**src/rtl/program_loader_pkg.sv**
```systemverilog
// ============================================================================
// Module   : GENERAL_DEFS (package)
// Brief    : Shared widths and loader state type for the program loader.
// Revision : 1.0
// ============================================================================
`default_nettype none

package GENERAL_DEFS;

    localparam int WORD      = 32;
    localparam int HALF_WORD = 16;

    typedef enum logic [2:0] {
        IDLE    = 3'd0,
        LEN_LO  = 3'd1,
        LEN_HI  = 3'd2,
        DATA_LO = 3'd3,
        DATA_HI = 3'd4,
        WRITE   = 3'd5,
        CHECK   = 3'd6,
        DONE    = 3'd7
    } loader_state_t;

    // The core stays in reset for the whole session, including CHECK.
    function automatic logic state_is_loading(input loader_state_t s);
        return (s != IDLE) && (s != DONE);
    endfunction

endpackage

`default_nettype wire

```
**src/rtl/program_loader_checksum.sv**
```systemverilog
// ============================================================================
// Module   : loader_checksum
// Brief    : Running XOR of accepted loader bytes; built only when
//            LOADER_CHECKSUM_EN is defined.
// Revision : 1.0
// ============================================================================
`default_nettype none

`ifdef LOADER_CHECKSUM_EN
module loader_checksum (
    input  logic       clk,
    input  logic       rst,
    input  logic       clear,
    input  logic       en,
    input  logic [7:0] data,
    output logic [7:0] sum
);

    logic [7:0] r_sum;

    always_ff @(posedge clk) begin
        if (rst || clear) begin
            r_sum <= 8'h00;
        end else if (en) begin
            r_sum <= r_sum ^ data;
        end
    end

    assign sum = r_sum;

endmodule
`endif

`default_nettype wire

```
**src/rtl/program_loader.sv**
```systemverilog
// ============================================================================
// Module   : program_loader
// Brief    : Serial-link boot loader writing halfwords into instruction memory.
//            Optional trailer checksum enabled by defining LOADER_CHECKSUM_EN.
// Revision : 1.0
// ============================================================================
`default_nettype none

module program_loader
    import GENERAL_DEFS::*;
#(
    parameter logic [WORD-1:0] BASE_ADDR     = '0,
    parameter int              MAX_HALFWORDS = 512
) (
    input  logic                 clk_i,
    input  logic                 reset_i,
    input  logic                 start_i,
    input  logic                 byte_valid_i,
    input  logic [7:0]           byte_i,
    output logic                 byte_ready_o,
    output logic                 program_mem_write_en_o,
    output logic [HALF_WORD-1:0] instruction_o,
    output logic [WORD-1:0]      instruction_addr_o,
    output logic                 loading_o,
    output logic                 done_o,
    output logic                 error_o
);

    localparam logic [WORD-1:0] c_max_len = WORD'(MAX_HALFWORDS);

    loader_state_t        r_state;
    logic [7:0]           r_byte_lo;
    logic [HALF_WORD-1:0] r_len;
    logic [WORD-1:0]      r_index;
    logic [HALF_WORD-1:0] r_instruction;
    logic [WORD-1:0]      r_instruction_addr;
    logic                 r_done;
    logic                 r_error;

    logic                 w_handshake;
    logic [HALF_WORD-1:0] w_assembled;
    logic [WORD-1:0]      w_index_next;
    logic                 w_check_ready;
    logic                 w_check_ok;

    assign w_handshake  = byte_valid_i && byte_ready_o;
    assign w_assembled  = {byte_i, r_byte_lo};
    assign w_index_next = r_index + WORD'(1);

`ifdef LOADER_CHECKSUM_EN
    logic [7:0] w_sum;

    loader_checksum u_checksum (
        .clk   (clk_i),
        .rst   (reset_i),
        .clear ((r_state == IDLE) && start_i),
        .en    (w_handshake && (r_state != CHECK)),
        .data  (byte_i),
        .sum   (w_sum)
    );

    assign w_check_ready = 1'b1;
    assign w_check_ok    = (byte_i == w_sum);
`else
    assign w_check_ready = 1'b0;
    assign w_check_ok    = 1'b1;
`endif

    always_comb begin
        byte_ready_o = 1'b0;
        case (r_state)
            LEN_LO, LEN_HI, DATA_LO, DATA_HI: byte_ready_o = 1'b1;
            CHECK:                            byte_ready_o = w_check_ready;
            default:                          byte_ready_o = 1'b0;
        endcase
    end

    always_ff @(posedge clk_i) begin
        if (reset_i) begin
            r_state            <= IDLE;
            r_byte_lo          <= 8'h00;
            r_len              <= '0;
            r_index            <= '0;
            r_instruction      <= '0;
            r_instruction_addr <= BASE_ADDR;
            r_done             <= 1'b0;
            r_error            <= 1'b0;
        end else begin
            case (r_state)
                IDLE: begin
                    if (start_i) begin
                        r_state <= LEN_LO;
                        r_index <= '0;
                        r_done  <= 1'b0;
                        r_error <= 1'b0;
                    end
                end
                LEN_LO: begin
                    if (w_handshake) begin
                        r_byte_lo <= byte_i;
                        r_state   <= LEN_HI;
                    end
                end
                LEN_HI: begin
                    if (w_handshake) begin
                        r_len <= w_assembled;
                        if (w_assembled == '0) begin
                            r_state <= CHECK;
                        end else if (WORD'(w_assembled) > c_max_len) begin
                            r_error <= 1'b1;
                            r_state <= IDLE;
                        end else begin
                            r_state <= DATA_LO;
                        end
                    end
                end
                DATA_LO: begin
                    if (w_handshake) begin
                        r_byte_lo <= byte_i;
                        r_state   <= DATA_HI;
                    end
                end
                DATA_HI: begin
                    // Capture here so data/address are stable through WRITE and after.
                    if (w_handshake) begin
                        r_instruction      <= w_assembled;
                        r_instruction_addr <= BASE_ADDR + r_index;
                        r_state            <= WRITE;
                    end
                end
                WRITE: begin
                    r_index <= w_index_next;
                    r_state <= (w_index_next == WORD'(r_len)) ? CHECK : DATA_LO;
                end
                CHECK: begin
                    if (!w_check_ready || w_handshake) begin
                        if (w_check_ok) begin
                            r_state <= DONE;
                        end else begin
                            r_error <= 1'b1;
                            r_state <= IDLE;
                        end
                    end
                end
                DONE: begin
                    r_done  <= 1'b1;
                    r_state <= IDLE;
                end
                default: r_state <= IDLE;
            endcase
        end
    end

    // Gated by reset so a reset landing on the WRITE cycle never strobes memory.
    assign program_mem_write_en_o = (r_state == WRITE) && !reset_i;
    assign instruction_o          = r_instruction;
    assign instruction_addr_o     = r_instruction_addr;
    assign loading_o              = state_is_loading(r_state);
    assign done_o                 = r_done;
    assign error_o                = r_error;

endmodule

`default_nettype wire
```
**config.mk**
```make
export PLATFORM = sky130hd
export DESIGN_NAME = program_loader
export DESIGN_NICKNAME = d
export VERILOG_FILES = /design/src/rtl/program_loader_pkg.sv /design/src/rtl/program_loader_checksum.sv /design/src/rtl/program_loader.sv
export SDC_FILE = /design/constraint.sdc
export NUM_CORES = 1
export LEC_CHECK = 0
export CORE_MARGIN = 2
export CORE_UTILIZATION = 43
export DETAILED_ROUTE_END_ITERATION = 10
export PLACE_DENSITY = 0.78
export SLEW_MARGIN = 20
export SYNTH_ARGS = -nofsm -noshare
export SYNTH_HDL_FRONTEND = slang
export SYNTH_SLANG_ARGS = --single-unit
```
**constraint.sdc**
```tcl
create_clock -name clk_i -period 2.1 [get_ports clk_i]
set_input_delay 0.63 -clock clk_i [delete_from_list [all_inputs] [get_ports clk_i]]
set_output_delay 0.63 -clock clk_i [all_outputs]
set_load 0.05 [all_outputs]
```
==> metrics.txt <==
diodes inserted=0; Hold Crit Class=reg -> reg; data arrival time of the critical path=2440 ps; most frequent cells in the layout=nand2_1 (161), buf_4 (161), a21oi_1 (102); final instance count without filler cells=1021; CTS tree=yes; Post-synth EDFFs=0; deepest clock path buffer count=2; total track usage=22.4%; ranking of synthesized cells by area=dfxtp_1 (41%), nand2_1 (11%), a21oi_1 (9.6%), nor2_1 (3.9%), clkbuf_1 (3.2%); largest net degree at the start of global routing=111; final worst slack=-79.9 ps; Buffers & Inverters on Critical Path=1; cells along the critical path=nand3_1, or3_4, buf_6, or4_1, nand4_1, nor4_4, and4_4, a21o_1; Final Wtd Congestion=0.899; Critical Path Fanout Max=10; total grt overflow=0; Worst EP required=2360 ps; Cell variety after synth=52; Worst-Skew Late Latency=360 ps; Syn Area/Cell=7.46 sq um; Post-Synth Simple-Gate Area=29.3%; antenna violations before repair=0; VDD IR max=0.728 mV; status=finished, violations left; synthesized cell area=5320 sq um; Setup WS pre-CTS=-497 ps; largest family of logic cells by synthesized area=simple AND/OR/NAND/NOR gates; final wirelength=14.5 mm; fraction of the cycle the final worst path needs=104%; Gate Count Post-Synth=713; Setup Skew=9.29 ps; Synth Net Count=726; asr flop ratio synth=0%; critical path's slowest cell=or4_1; Synth top area share=41.0%; Top delay family on crit path=simple AND/OR/NAND/NOR gates; Num Clock Sinks=109; Area Overhead vs Synth=36.7%; mux share of post-synthesis cell area=2.45%; CP peak stage delay=510 ps; Fmax=459 MHz; DRT antenna net count=0; min Tclk post-route=2180 ps; Final Hold Vio Count=0; H-tree Lvls=3; Top FF cell, synth=dfxtp_1; first-pass GRT wire length=24.0 mm; Final nets=861; hpwl dp=9.96 mm; post-synthesis xor/xnor area fraction=4.11%; Initial Utilization=44.1%; Core Region=12100 sq um; cts hold-fix bufs=0; Least-Margin Pin Slew=489 ps; row cnt=40; DIE AREA=13300 sq um; Setup CP Type=reg -> reg; IO buf count=64; type of destination of the critical path=flop; hold_ws=453 ps; Clock transition at path regs=70 ps; vias in the first global route=5080; cell count after placement=1001; DRT Pass-1 Iters=5; vias per cell=5.36; DR WL/cell=14.2 um; leakage power=2.81 nW; Setup violations, final=3; crit start category=flop; Compound-Gate Fraction of Synth Area=17.9%; adder-cell area share of the yosys netlist=0.235%; DRC viols=0; post-synthesis register bit count=109; Root Driver=clkbuf_16; layout cell share with drive strength beyond 1=27.1%; via count=5476; Yosys top cell by area=dfxtp_1; synth warn=0; Seq/Total Area, Yosys=41.0%; Die W=115 um; initial drt markers=404; Cell Pwr Density=578 nW/um^2; max_cap viols=0; final cell utilization of the core=60.3%; CTS buffer count=9; Slew HR=67.4%; pins over their slew limit=0; IO Count=65; Die H=115 um; RSZ-0062 raised after global routing=true; failing checks=setup timing
stage by stage:
step	area, sq um	setup TNS [ps]	power, mW
final	7280	-167	4.21
after global routing	7280	-657	4.36
after CTS	7200	-146	4.25
after detailed placement	6780	-1210	2.50
after global placement	6780	-972	2.49
after floorplan	5350	0	2.32
per-layer routing:
| layer | wire length [um] | global-route usage (%) | share of wire (%) | up-vias |
|---|---|---|---|---|
| met5 | 0 | 0 | 0 | - |
| met4 | 216 | 7.15 | 1.5 | 0 |
| met3 | 743 | 5.96 | 5.1 | 25 |
| met2 | 7120 | 37.7 | 49 | 140 |
| met1 | 6440 | 28.1 | 44 | 2569 |
| li1 | - | - | - | 2742 |
flip-flops by register name (all words and copies together), names as in the netlist:
name                flops
done_o                  1
r_state                 3
instruction_o          16
error_o                 1
r_byte_lo               8
instruction_addr_o     32
r_len                  16
r_index                32
Yosys cell counts, types with 7 or more instances:
library cell and count:
o21ai_0 28, xor2_1 10, nand2_1 163, xnor2_1 15, or3_1 10, nor2_1 55, a21oi_1 102, nand3_1 19
nor3_1 17, dfxtp_1 109, mux2i_1 13, nand4_1 11, or4_1 7, clkbuf_1 46, nor4_1 16
tightest hold or removal path: stages, from the launching register on:
cell     delay, ps
dfxtp_1        310
nand2_1         50
a21oi_1         50
report_power, final:
part           switching [mW]  leakage, nW  internal [mW]
Combinational           0.199         1.77          0.153
Sequential             0.0238        0.886           2.08
Clock                   0.810        0.148          0.942
Total                    1.03         2.81           3.18
what timing repair did:
action                                  in CTS  in global routing
setup buffers                                2                  2
resized for setup                           24                 17
endpoints found under the setup margin       4                 10
pin swaps                                    7                  4
final timing paths:
kind,cells past startpoint,slack (ps),end,startpoint
max,8,-80,r_state[2]$_SDFFE_PP0P_,r_index[12]$_SDFFE_PP0P_
min,2,450,instruction_addr_o[17]$_SDFFE_PP0P_,instruction_addr_o[17]$_SDFFE_PP0P_
max reg2reg,8,-80,r_state[2]$_SDFFE_PP0P_,r_index[12]$_SDFFE_PP0P_
min reg2reg,2,450,instruction_addr_o[17]$_SDFFE_PP0P_,instruction_addr_o[17]$_SDFFE_PP0P_
cell families after synthesis:
group,Yosys count
compound gates,168
flops,109
xor+xnor,25
buf+inv,64
simple gates,333
mux,13
fa+ha+maj,1
area by class of cell:
class	instances	area, sq um
clock inverters	7	80.1
inverters	6	22.5
clock buffers	9	225
repair buffers	182	1500
multi-input cells	540	3030
well taps	168	210
flip-flops and latches	109	2200
fillers	1044	4790
(Power assumes the default switching activity.)
